<file path="src/rtl/i2q2_power_engine_pkg.sv">
// Shared types, defaults and helpers for the multi-tap I2Q2 power engine.
package i2q2_power_engine_pkg;

  localparam int DEF_NUM_TAPS   = 3;
  localparam int DEF_ACC_WIDTH  = 16;
  localparam int DEF_OUT_WIDTH  = 32;
  localparam int DEF_SQ_LATENCY = 5;
  localparam int DEF_NC_WIDTH   = 4;

  typedef enum logic {
    S_IDLE  = 1'b0,
    S_ISSUE = 1'b1
  } seq_state_t;

  // A single tap still needs a one-bit index so ports never collapse to zero width.
  function automatic int idx_width(input int n);
    return (n > 1) ? $clog2(n) : 1;
  endfunction

endpackage

</file>
<file path="src/rtl/i2q2_tap_sequencer.sv">
// Issues one snapshot tap per cycle to the shared squarer and flags strobes that
// arrive while a snapshot is still being issued.
module i2q2_tap_sequencer
  import i2q2_power_engine_pkg::*;
#(
  parameter int NUM_TAPS = DEF_NUM_TAPS,
  parameter int IDX_W    = idx_width(DEF_NUM_TAPS)
) (
  input  logic             clk,
  input  logic             i_rst,
  input  logic             i_strobe,
  output logic             o_accept,
  output logic             o_busy,
  output logic             o_overrun,
  output logic [IDX_W-1:0] o_tap_sel,
  output logic             o_issue_valid
);

  seq_state_t       r_state, w_next_state;
  logic [IDX_W-1:0] r_tap, w_next_tap;
  logic             r_overrun;

  // NOTE: sequential state uses non-blocking assignments so every flop samples
  // pre-edge values regardless of process evaluation order.
  always_ff @(posedge clk or posedge i_rst) begin
    if (i_rst) begin
      r_state   <= S_IDLE;
      r_tap     <= '0;
      r_overrun <= 1'b0;
    end else begin
      r_state   <= w_next_state;
      r_tap     <= w_next_tap;
      r_overrun <= i_strobe && (r_state == S_ISSUE);
    end
  end

  // NOTE: every output of this block gets a default first, so no path leaves a
  // signal unassigned and no latch is inferred.
  always_comb begin
    w_next_state = r_state;
    w_next_tap   = r_tap;
    unique case (r_state)
      S_IDLE: begin
        if (i_strobe) begin
          w_next_state = S_ISSUE;
          w_next_tap   = '0;
        end
      end
      S_ISSUE: begin
        if (r_tap == IDX_W'(NUM_TAPS - 1)) w_next_state = S_IDLE;
        else                               w_next_tap   = r_tap + IDX_W'(1);
      end
      default: w_next_state = S_IDLE;
    endcase
  end

  assign o_accept      = i_strobe && (r_state == S_IDLE);
  assign o_busy        = (r_state == S_ISSUE);
  assign o_issue_valid = o_busy;
  assign o_tap_sel     = r_tap;
  assign o_overrun     = r_overrun;

endmodule

</file>
<file path="src/rtl/i2q2_power_engine.sv">
// Multi-tap I^2+Q^2 engine: snapshots |I|,|Q| per tap, squares them one tap per
// cycle through a shared pipeline, then integrates non-coherently with saturation.
module i2q2_power_engine
  import i2q2_power_engine_pkg::*;
#(
  parameter int NUM_TAPS   = DEF_NUM_TAPS,
  parameter int ACC_WIDTH  = DEF_ACC_WIDTH,
  parameter int OUT_WIDTH  = DEF_OUT_WIDTH,
  parameter int SQ_LATENCY = DEF_SQ_LATENCY,
  parameter int NC_WIDTH   = DEF_NC_WIDTH
) (
  input  logic                              clk,
  input  logic                              global_reset,
  input  logic [NC_WIDTH-1:0]               noncoh_len,
  input  logic                              accumulation_complete,
  input  logic [NUM_TAPS*ACC_WIDTH-1:0]     acc_i,
  input  logic [NUM_TAPS*ACC_WIDTH-1:0]     acc_q,
  output logic                              busy,
  output logic                              overrun,
  output logic                              tap_valid,
  output logic [idx_width(NUM_TAPS)-1:0]    tap_index,
  output logic [OUT_WIDTH-1:0]              tap_i2q2,
  output logic                              i2q2_valid,
  output logic [NUM_TAPS*OUT_WIDTH-1:0]     i2q2
);

  localparam int IDX_W = idx_width(NUM_TAPS);
  localparam int SQ_W  = 2 * ACC_WIDTH;

  logic             w_accept, w_issue_valid;
  logic [IDX_W-1:0] w_tap_sel;

  i2q2_tap_sequencer #(.NUM_TAPS(NUM_TAPS), .IDX_W(IDX_W)) u_seq (
    .clk          (clk),
    .i_rst        (global_reset),
    .i_strobe     (accumulation_complete),
    .o_accept     (w_accept),
    .o_busy       (busy),
    .o_overrun    (overrun),
    .o_tap_sel    (w_tap_sel),
    .o_issue_valid(w_issue_valid)
  );

  // Magnitudes: -2^(ACC_WIDTH-1) maps to 2^(ACC_WIDTH-1), which fits unsigned.
  logic [ACC_WIDTH-1:0] w_abs_i [NUM_TAPS];
  logic [ACC_WIDTH-1:0] w_abs_q [NUM_TAPS];
  logic [ACC_WIDTH-1:0] r_abs_i [NUM_TAPS];
  logic [ACC_WIDTH-1:0] r_abs_q [NUM_TAPS];

  always_comb begin
    for (int k = 0; k < NUM_TAPS; k++) begin
      w_abs_i[k] = acc_i[k*ACC_WIDTH+ACC_WIDTH-1]
                 ? (~acc_i[k*ACC_WIDTH +: ACC_WIDTH] + ACC_WIDTH'(1))
                 : acc_i[k*ACC_WIDTH +: ACC_WIDTH];
      w_abs_q[k] = acc_q[k*ACC_WIDTH+ACC_WIDTH-1]
                 ? (~acc_q[k*ACC_WIDTH +: ACC_WIDTH] + ACC_WIDTH'(1))
                 : acc_q[k*ACC_WIDTH +: ACC_WIDTH];
    end
  end

  // NOTE: the snapshot and pipeline arrays are reset like any other register so
  // a reset leaves no stale tap data to leak into a later pass.
  always_ff @(posedge clk or posedge global_reset) begin
    if (global_reset) begin
      for (int k = 0; k < NUM_TAPS; k++) begin
        r_abs_i[k] <= '0;
        r_abs_q[k] <= '0;
      end
    end else if (w_accept) begin
      for (int k = 0; k < NUM_TAPS; k++) begin
        r_abs_i[k] <= w_abs_i[k];
        r_abs_q[k] <= w_abs_q[k];
      end
    end
  end

  logic [SQ_W-1:0]  w_mux_i, w_mux_q;
  logic [SQ_W-1:0]  r_sq_i   [SQ_LATENCY];
  logic [SQ_W-1:0]  r_sq_q   [SQ_LATENCY];
  logic             r_vld_pl [SQ_LATENCY];
  logic [IDX_W-1:0] r_idx_pl [SQ_LATENCY];
  logic             r_tap_valid;
  logic [IDX_W-1:0] r_tap_index;
  logic [OUT_WIDTH-1:0] r_tap_i2q2;

  assign w_mux_i = SQ_W'(r_abs_i[w_tap_sel]);
  assign w_mux_q = SQ_W'(r_abs_q[w_tap_sel]);

  // Squarer pipeline; valid and tap index ride alongside so they emerge aligned.
  always_ff @(posedge clk or posedge global_reset) begin
    if (global_reset) begin
      for (int s = 0; s < SQ_LATENCY; s++) begin
        r_sq_i[s]   <= '0;
        r_sq_q[s]   <= '0;
        r_vld_pl[s] <= 1'b0;
        r_idx_pl[s] <= '0;
      end
      r_tap_valid <= 1'b0;
      r_tap_index <= '0;
      r_tap_i2q2  <= '0;
    end else begin
      r_sq_i[0]   <= w_mux_i * w_mux_i;
      r_sq_q[0]   <= w_mux_q * w_mux_q;
      r_vld_pl[0] <= w_issue_valid;
      r_idx_pl[0] <= w_tap_sel;
      for (int s = 1; s < SQ_LATENCY; s++) begin
        r_sq_i[s]   <= r_sq_i[s-1];
        r_sq_q[s]   <= r_sq_q[s-1];
        r_vld_pl[s] <= r_vld_pl[s-1];
        r_idx_pl[s] <= r_idx_pl[s-1];
      end
      r_tap_valid <= r_vld_pl[SQ_LATENCY-1];
      if (r_vld_pl[SQ_LATENCY-1]) begin
        r_tap_index <= r_idx_pl[SQ_LATENCY-1];
        // Two squares of at most 2^(2*ACC_WIDTH-2) each cannot overflow SQ_W bits.
        r_tap_i2q2  <= OUT_WIDTH'(r_sq_i[SQ_LATENCY-1] + r_sq_q[SQ_LATENCY-1]);
      end
    end
  end

  logic [OUT_WIDTH-1:0]   r_acc [NUM_TAPS];
  logic [NC_WIDTH-1:0]    r_pass, r_len;
  logic [NUM_TAPS*OUT_WIDTH-1:0] r_i2q2;
  logic                   r_i2q2_valid;
  logic [OUT_WIDTH:0]     w_sum_ext;
  logic [OUT_WIDTH-1:0]   w_new_acc;
  logic [NC_WIDTH-1:0]    w_len_live, w_len;
  logic                   w_first, w_last, w_done;

  always_comb begin
    w_first    = (r_pass == '0);
    w_sum_ext  = {1'b0, r_acc[r_tap_index]} + {1'b0, r_tap_i2q2};
    w_new_acc  = w_first ? r_tap_i2q2
               : (w_sum_ext[OUT_WIDTH] ? '1 : w_sum_ext[OUT_WIDTH-1:0]);
    w_len_live = (noncoh_len == '0) ? NC_WIDTH'(1) : noncoh_len;
    // Length is latched at tap 0 of the first pass; that same cycle uses it live.
    w_len      = (w_first && r_tap_index == '0) ? w_len_live : r_len;
    w_last     = (r_tap_index == IDX_W'(NUM_TAPS - 1));
    w_done     = w_last && (({1'b0, r_pass} + (NC_WIDTH+1)'(1)) == {1'b0, w_len});
  end

  always_ff @(posedge clk or posedge global_reset) begin
    if (global_reset) begin
      for (int k = 0; k < NUM_TAPS; k++) r_acc[k] <= '0;
      r_pass       <= '0;
      r_len        <= '0;
      r_i2q2       <= '0;
      r_i2q2_valid <= 1'b0;
    end else begin
      r_i2q2_valid <= r_tap_valid && w_done;
      if (r_tap_valid) begin
        r_acc[r_tap_index] <= w_new_acc;
        if (w_first && r_tap_index == '0) r_len <= w_len_live;
        if (w_done) begin
          r_pass <= '0;
          for (int k = 0; k < NUM_TAPS; k++)
            r_i2q2[k*OUT_WIDTH +: OUT_WIDTH] <= (k == NUM_TAPS - 1) ? w_new_acc : r_acc[k];
        end else if (w_last) begin
          r_pass <= r_pass + NC_WIDTH'(1);
        end
      end
    end
  end

  assign tap_valid  = r_tap_valid;
  assign tap_index  = r_tap_index;
  assign tap_i2q2   = r_tap_i2q2;
  assign i2q2_valid = r_i2q2_valid;
  assign i2q2       = r_i2q2;

endmodule

</file>
<file path="config.mk">
export PLATFORM = sky130hd
export DESIGN_NAME = i2q2_power_engine
export DESIGN_NICKNAME = d
export VERILOG_FILES = /design/src/rtl/i2q2_power_engine_pkg.sv /design/src/rtl/i2q2_tap_sequencer.sv /design/src/rtl/i2q2_power_engine.sv
export SDC_FILE = /design/constraint.sdc
export NUM_CORES = 2
export LEC_CHECK = 0
export ABC_AREA = 1
export CAP_MARGIN = 10
export CORE_ASPECT_RATIO = 1.25
export CORE_MARGIN = 5
export CORE_UTILIZATION = 56
export DETAILED_ROUTE_END_ITERATION = 16
export PLACE_DENSITY_LB_ADDON = 0.1
export SKIP_CTS_REPAIR_TIMING = 1
export SYNTH_ARGS = -nofsm -noshare
export SYNTH_HDL_FRONTEND = slang
export SYNTH_SLANG_ARGS = --single-unit
</file>
<file path="constraint.sdc">
create_clock -name clk -period 25 [get_ports clk]
set_input_delay 5 -clock clk [delete_from_list [all_inputs] [get_ports clk]]
set_output_delay 5 -clock clk [all_outputs]
set_load 0.05 [all_outputs]
</file>
Word-level counts from Yosys, hierarchy flattened

Cells that the tools add are included.
W data, S select, Z words.

Input port bits: 103
Word-level logic and storage cells: 112
Flip-flop bits (word level): 671
Output and inout bits: 134

Add/subtract/negate cells: 11
$mul: 2
Reduce and logical (&&, ||, !) cells: 13
Bitwise gates (word level): 9
Equal/unequal tests: 5
$lt $le $gt $ge: 3
Muxes and demuxes: 30

Operators with widths:

| operator                | count |
|---|---|
| $mux W16                | 10 |
| $mux W32                | 5 |
| $add A16 B1 Y16 const B | 6 |
| $bwmux W96              | 1 |
| $not A16 Y16            | 6 |
| $bmux W16 S2            | 2 |
| $bmux W32 S2            | 1 |
| $demux W32 S2           | 1 |
| $mul A16 B16 Y32        | 2 |
| $add A32 B32 Y33        | 1 |
| $add A32 B32 Y32        | 1 |
| $mux W4                 | 4 |
| $logic_not A4 Y1        | 2 |
| $ge A3 B3 Y1 const B    | 2 |
| $logic_and A1 B1 Y1     | 6 |
| $not A2 Y3              | 2 |
| $reduce_and A2 Y1       | 3 |
| $add A4 B1 Y5 const B   | 1 |
| $eq A5 B4 Y1            | 1 |
| $add A4 B1 Y4 const B   | 1 |
| $eq A2 B2 Y1 const B    | 2 |
| $mux W2                 | 2 |
| $ne A2 B2 Y1 const B    | 2 |
| $pmux W2 S2             | 1 |
| other kinds (7)         | 8 |

Longest topological paths before layout

Depth after elaboration: 8
Gate-level depth with buffers: 33
Gate-level depth less buffers: 31

By module

From an unflattened synthesis, not the netlist that was laid out.

Cell total of the unflattened synthesis: 5,155
Area total of the unflattened synthesis: 43,589.3 um^2

By module, submodules not included:

| module             | times used | cells each | area an instance (um^2) | sequential area each (um^2) |
|---|---|---|---|---|
| i2q2_power_engine  | 1          | 5,133      | 43,399.1                | 16,440.8 |
| i2q2_tap_sequencer | 1          | 22         | 190.2                   | 100.1 |

Worst setup path before layout

OpenSTA, ideal clock, no wires.

Kind: input -> register
From: input port noncoh_len[2]
To: register r_i2q2[13], in the netlist i2q2[13]
Cell stages on the path: 11
Slack: 18,763 ps
Path buffers: 2
Library setup time: 120 ps
Arrival time: 6,117 ps
Data required time: 24,880 ps
Cell sequence: inv_1 a21oi_1 nand2_2 nand3_1 nand2_1 nor2_4 nand4_4 buf_6 buf_2 nand2_1 o21ai_2

Word-level cells in the longest chain between the ends: 6

RTL lines:

| what                            | line                     | text |
|---|---|---|
| start: declaration              | i2q2_power_engine.sv:14  | `input logic [NC_WIDTH-1:0] noncoh_len,` |
| $logic_not A4 Y1                | i2q2_power_engine.sv:135 | `w_len_live = (noncoh_len == '0) ? NC_WIDTH'(1) : noncoh_len;` |
| $mux W4 (*)                     | i2q2_power_engine.sv:135 |  |
| $mux W4 (*)                     | n/a                      |  |
| $eq A5 B4 Y1 (*)                | i2q2_power_engine.sv:139 | `w_done = w_last && (({1'b0, r_pass} + (NC_WIDTH+1)'(1)) == {1'b0, w_len});` |
| $logic_and A1 B1 Y1 (*)         | i2q2_power_engine.sv:139 |  |
| $reduce_and A2 Y1 (no line) (*) | n/a                      |  |
| end signal: indexed assignment  | i2q2_power_engine.sv:157 | `r_i2q2[k*OUT_WIDTH +: OUT_WIDTH] <= (k == NUM_TAPS - 1) ? w_new_acc : r_acc[k];` |
| end: declaration                | i2q2_power_engine.sv:123 | `logic [NUM_TAPS*OUT_WIDTH-1:0] r_i2q2;` |

Every way passes the cells marked *; elsewhere a longest branch is shown, timed or not.
A chain may end at the register's enable or synchronous reset.

==> run_results.csv <==
group,metric,value,unit
detailed_routing,wire_per_inst,16.9,µm
floorplanning,die_width,260,µm
detailed_routing,wirelength_met1,42.3,mm
timing,finalWorstSetupSlack,17.06,ns
floorplanning,pin_count,237,
place,hpwl,84.6,mm
synthesis,synth_top_flop_cell,"dfrtp_1",
place,dp_cells,6308,
timing,timing.final.hold_violations,0,
detailed_routing,wl_met3,4.33,mm
synthesis,synthCells,5133,
synthesis,yosysTopAreaCellShare,37.7,%
worst_setup_path,crit_path_end_kind,"asynchronous set/reset pin",
worst_setup_path,max_stage_delay,0.81,ns
detailed_routing,drtPass1Iterations,5,
clocking,cts_tree,"built",
detailed_routing,met2_length,57.4,mm
timing,slew_viol_final,0,
layout,area_growth,12.8,%
worst_setup_path,cp-startpoint,"global_reset",
detailed_routing,dr.max_layer_used,"met4",
worst_setup_path,reg2regPathDepth,28,
timing,grt_setup_unrepaired,"false",
floorplanning,die_h,323,µm
synthesis,netlist_area,43800,µm²
detailed_routing,drcViolationCount,0,
global_routing,overflow,0,
synthesis,ys_top_cells_by_area,"dfrtp_1 38%, fa_1 15%, nand2_1 11%",
synthesis,synthTopCellsByCount,"1,327 x nand2_1, 1,007 x inv_1, 661 x dfrtp_1",
synthesis,synth_top_area_cell,"dfrtp_1",
floorplanning,dieArea,84000,µm²
timing,period_minus_slack,7.94,ns
detailed_routing,wirelength,108,mm
outcome,run_status,"finished clean",
timing,fin_skew,0.0249,ns
clocking,cts_buffers,67,
timing,tns,0,ns
place,io_buffers,236,
worst_setup_path,crit_type,"primary input to asynchronous set/reset pin",
synthesis,synth_edf_count,0,
synthesis,yosys_warnings,0,
worst_hold_path,holdPathEnd,"r_sq_i[48]",
layout,layout-drive-gt1-share,4.87,%
synthesis,ys_ff_latch,661,
timing,fmax,126,MHz
timing,relSlewSlack,26.7,%
place,place_area,47100,µm²
global_routing,grt_pass1_wl,179,mm
worst_setup_path,cp_max_fo,111,
clocking,clk_pin_slew_worst_paths,0.06,ns
synthesis,yosysMostFrequentCell,"nand2_1",
clocking,clk_latency,0.61,ns
global_routing,track_usage,26.5,%
worst_setup_path,crit_top_cell,"buf_4",
run,cap_violations,0,
worst_setup_path,r2r_end,"r_sq_i[153]",
worst_setup_path,ff2ff_setup_slack,17.27,ns
floorplanning,start_util,56.6,%
synthesis,ys_seq_area_share,37.7,%
timing,max_slew.worst_pin.slew,1.10,ns
worst_setup_path,cpMaxStageDelayCell,"buf_4",
detailed_routing,ant_nets,0,
worst_setup_path,cp.required,25.64,ns
layout,nNetsFinal,6032,
worst_setup_path,worstPathCellList,"clkdlybuf4s50_1 > inv_8 > buf_4 > buf_4 > buf_4",
worst_setup_path,cp-start-kind,"primary input",
synthesis,synth_nets,5832,
clocking,cts_sinks,661,
clocking,htreeDepth,3,
global_routing,antenna_found_initial,0,
synthesis,yosysUniqueCellTypes,51,
clocking,clock_path_buffers,3,
synthesis,async_flop_share,100,%
synthesis,syn_area_per_cell,8.54,µm²
worst_setup_path,worstPathArrival,8.58,ns
layout,diodes,0,
layout,multi_input_area,22900,µm²
worst_hold_path,min_path_cells,0,
layout,fill_cells,6681,
floorplanning,core_area,77500,µm²
detailed_routing,vias,33246,
floorplanning,num_rows,114,
place,dpl_worst_slack,16.30,ns
worst_hold_path,min_from,"r_sq_i[80]",
layout,fin_cells,6427,
timing,period_share,31.8,%
detailed_routing,first_iter_violations,1820,
layout,regArea,16500,µm²
layout,finalInstanceArea,49500,µm²
global_routing,grt_max_degree,191,
place,place_congestion,0.933,
global_routing,grt_pass1_vias,35105,
clocking,clockRootBuffer,"clkbuf_16",
worst_hold_path,min_path_type,"flop to flop",
detailed_routing,routed_via_density,5.17,
worst_setup_path,r2r-start,"u_seq.o_tap_sel[1]",
timing,setup_viol,0,
kinds of logic (layout without fill, tap and decap cells):
family / Yosys count / in the layout / share of synthesized area, %
adder cells (fa/ha/maj): 596 / 596 / 22.6
buffers and inverters: 1153 / 1403 / 10.2
XOR/XNOR: 140 / 140 / 2.80
AO/OA/AOI/OAI: 583 / 583 / 7.76
AND/OR/NAND/NOR: 2000 / 2000 / 18.9
flip-flops: 661 / 661 / 37.7
cells in the final DEF, fill, tap and decap left out, drive strengths merged, types with 15 or more instances in the layout:
master and n:
fa 328, nand3 275, inv 1019, o21ai 294, buf 30, xnor2 43
a21oi 170, clkinv 15, nand2 1331, o21bai 20, clkbuf 93, clkdlybuf4s50 236
or2 48, nor2 245, ha 268, o221ai 29, xor2 97, dfrtp 661
nand4 34, nor3 47
layer usage:
| metal | track usage, % | vias to the layer above |
|---|---|---|
| li1 | - | 16254 |
| met1 | 31.0 | 15985 |
| met2 | 49.9 | 780 |
| met3 | 3.03 | 227 |
| met4 | 10.1 | 0 |
| met5 | 0 | - |
stage by stage:
| step | utilization, % | hold WS [ns] |
|---|---|---|
| 6_report | 63.9 | 0.338 |
| 5_1_grt | 63.9 | 0.337 |
| 4_1_cts | 63.9 | 0.339 |
| 3_5_place_dp | 60.9 | 0.335 |
| 3_3_place_gp | 60.9 | 0.331 |
| 2_1_floorplan | - | 0.331 |
state kept, by name (all words and copies together), names as in the netlist, 2 cells and up:
register / count
r_abs_i: 48
tap_index: 2
r_acc: 96
r_vld_pl: 5
r_abs_q: 48
u_seq.o_tap_sel: 2
r_sq_i: 155
tap_i2q2: 32
r_sq_q: 155
r_pass: 4
i2q2: 96
r_idx_pl: 10
r_len: 4
critical path, delay by kind of cell:
kind	cells	cell delay (ns)
buf+inv	5	3.27
area by class of cell:
type,instances,share of cell area (%)
Inverter,1018,7.75
Sequential cell,661,33.4
Timing Repair Buffer,266,5.26
Tap cell,1044,2.64
Clock inverter,26,0.817
Clock buffer,93,3.89
Multi-Input combinational cell,3319,46.2
worst max-delay path by stage:
| stage | endpoint | slack [ns] | cells after the start |
|---|---|---|---|
| floorplan | i2q2[0] | 1.48 | 1 |
| global placement | i2q2[57] | 16.31 | 5 |
| detailed placement | i2q2[57] | 16.30 | 5 |
| CTS | i2q2[57] | 16.98 | 5 |
| global route | i2q2[29] | 16.46 | 5 |
| finish | i2q2[90] | 17.06 | 5 |
Power is not shown: default switching activity piles up to over one toggle a cycle in this logic, so the estimate is an artifact.
==> patch (config.mk and constraints unchanged) <==
Set the package constant `DEF_ACC_WIDTH` to 32 (it was 16).
--- a/src/rtl/i2q2_power_engine_pkg.sv
+++ b/src/rtl/i2q2_power_engine_pkg.sv
@@ -2,7 +2,7 @@
 package i2q2_power_engine_pkg;
 
   localparam int DEF_NUM_TAPS   = 3;
-  localparam int DEF_ACC_WIDTH  = 16;
+  localparam int DEF_ACC_WIDTH  = 32;
   localparam int DEF_OUT_WIDTH  = 32;
   localparam int DEF_SQ_LATENCY = 5;
   localparam int DEF_NC_WIDTH   = 4;
Ports: changed (resized acc_i and acc_q); port bits go from 237 to 333. The function was not compared with the original's and may differ.
==> patch against the unedited design <==
- area after synthesis rose by 40%
- sequential cell count increased by 96
- non-clock buffer count is 127 higher
- hold slack worse by 0.032 ns
- worst setup slack got worse by 1.2 ns
- largest cell class unchanged
- wire length grew 52%
- final area up 39%
- critical path depth up 23
- via count is 40% higher
Power is not shown: default switching activity piles up to over one toggle a cycle in this logic, so the estimate is an artifact.
==> patch: results (changes against the unedited design) <==
{| class="wikitable"
! Metric !! Value
|-
| Number of instances in the synthesized netlist || 7081 (was 5133)
|-
| Worst-case clock skew || 0.05734 ns (was 0.02489 ns)
|-
| Fraction of synthesized area in multiplexers || 0.0004896 (was 0)
|-
| Fraction of final layout cells sized beyond drive strength 1 || 0.03741 (was 0.04867)
|-
| Synthesized net count || 8337 (was 5832)
|-
| Via count || 46533 (was 33246)
|-
| Clock transition at the registers of the reported paths || 0.06 ns (about the same)
|-
| Largest cells by area after synthesis || sky130_fd_sc_hd__dfrtp_1, sky130_fd_sc_hd__fa_1, sky130_fd_sc_hd__nand2_1 (unchanged)
|-
| Routed vias/inst || 5.274 (was 5.173)
|-
| Inserted Clock Buffers || 77 (was 67)
|-
| Result of the run || completed (unchanged)
|-
| Fraction of the yosys area taken by sequential cells || 0.3089 (was 0.3772)
|-
| Slowest stage cell on the critical path || sky130_fd_sc_hd__dfrtp_1 (was sky130_fd_sc_hd__buf_4)
|-
| Min-Delay Path Class || reg2reg (unchanged)
|-
| Total wire length after detailed routing || 164700 um (was 108300 um)
|-
| Placed cell count || 8676 (was 6308)
|-
| Final estimated routing congestion in global placement || 0.9627 (was 0.9332)
|-
| DR iter-0 viols || 3040 (was 1820)
|-
| Slew Limit Headroom || 0.2221 (was 0.2675)
|-
| Final net count || 8573 (was 6032)
|-
| Worst-path maximum fanout || 54 (was 111)
|-
| FILL cells || 9246 (was 6681)
|-
| Combined global-route utilization of all metal layers || 0.2884 (was 0.2650)
|-
| Pin count of the biggest net entering global routing || 171 (was 191)
|-
| Clock latency at the later pin of the worst-skew pair || 0.67 ns (was 0.61 ns)
|-
| Complex-gate fraction of the synthesized area || 0.07356 (was 0.07764)
|-
| XOR/XNOR share of the synthesized area || 0.04198 (was 0.02796)
|-
| Port Buffer Count || 332 (was 236)
|-
| Worst endpoint data arrival time || 9.63 ns (was 8.58 ns)
|-
| Cell variety after synth || 57 (was 51)
|-
| Number of search-and-repair iterations in the first detailed-routing pass || 6 (was 5)
|-
| Number of buffers on the longest clock path || 3 (unchanged)
|-
| Number of H-tree branching levels || 3 (unchanged)
|-
| Adder-Cell Fraction of Synth Area || 0.3052 (was 0.2262)
|-
| HPWL after detailed placement || 128900 um (was 84640 um)
|-
| Largest stage delay on the critical path || 0.68 ns (was 0.81 ns)
|-
| Post-synthesis async set-or-reset flop share || 1.000 (unchanged)
|-
| Number of global-route vias before repair || 49449 (was 35105)
|-
| Global-route wire length before repair || 267100 um (was 179000 um)
|-
| Cell types with the highest counts after synthesis || sky130_fd_sc_hd__nand2_1, sky130_fd_sc_hd__inv_1, sky130_fd_sc_hd__dfrtp_1 (unchanged)
|-
| Antenna violations before repair || 12 (was 0)
|}
-- patch: cell types whose count changed after synthesis, moves of 19 or more --
cell | unedited run | this run
sky130_fd_sc_hd__inv_1 | 1007 | 1444
sky130_fd_sc_hd__dfrtp_1 | 661 | 757
sky130_fd_sc_hd__xnor2_1 | 43 | 95
sky130_fd_sc_hd__nor3_1 | 45 | 70
sky130_fd_sc_hd__ha_1 | 268 | 325
sky130_fd_sc_hd__fa_1 | 328 | 732
sky130_fd_sc_hd__nand2_1 | 1327 | 1700
sky130_fd_sc_hd__o21ai_2 | 40 | 6
sky130_fd_sc_hd__clkbuf_1 | 75 | 173
sky130_fd_sc_hd__o221ai_1 | 29 | 10
sky130_fd_sc_hd__xor2_1 | 97 | 199
sky130_fd_sc_hd__o21ai_0 | 209 | 435
sky130_fd_sc_hd__nor2_1 | 237 | 288
-- patch: worst max-delay path: cells and delay by family, from the launching register on --
family / cells / cell delay [ns]
adders and majority gates: 9 / 4.36
and+or+nand+nor: 4 / 1.41
AOI/OAI and AO/OA: 7 / 1.33
buffers and inverters: 7 / 1.04
DFF: 1 / 0.68
xor gates and xnor gates: 1 / 0.15
-- patch: cell type report --
class,instances,area share
Tap cell,1438,0.02622
Timing Repair Buffer,393,0.05564
Sequential cell,757,0.2760
Antenna cell,8,0.0002917
Multi-Input combinational cell,4638,0.5241
Clock buffer,97,0.03065
Inverter,1450,0.07952
Clock inverter,42,0.007547
-- patch: per-layer routing --
| metal | global-route usage | part of all wire |
|---|---|---|
| met1 | 0.3597 | 0.40 |
| met4 | 0.1160 | 0.046 |
| met3 | 0.03618 | 0.051 |
| met5 | 0 | 0.000085 |
| met2 | 0.5113 | 0.51 |
-- patch: worst paths after layout --
check / from / slack, ns / to / depth (start not counted)
max in group asynchronous: global_reset / 16.72 / r_sq_q[218]$_DFF_PP0_ / 6
hold / removal: r_sq_q[133]$_DFF_PP0_ / 0.31 / r_sq_q[69]$_DFF_PP0_ / 0
setup reg to reg: u_seq.o_tap_sel[1]$_DFFE_PP0P_ / 15.88 / r_sq_q[284]$_DFF_PP0_ / 28
setup / recovery: u_seq.o_tap_sel[1]$_DFFE_PP0P_ / 15.88 / r_sq_q[284]$_DFF_PP0_ / 28
min in group asynchronous: global_reset / 4.59 / r_sq_i[128]$_DFF_PP0_ / 2
hold reg to reg: r_sq_q[133]$_DFF_PP0_ / 0.31 / r_sq_q[69]$_DFF_PP0_ / 0
-- patch: stage by stage --
stage,hold slack (ns),cell area (um^2),setup WS (ns)
finish,0.3055,68630,15.88
detailed placement,0.3347,65990,15.83
global route,0.2957,68630,15.21
floorplan,0.3312,61340,9.621
CTS,0.2969,68610,15.82
global placement,0.3314,65990,15.96
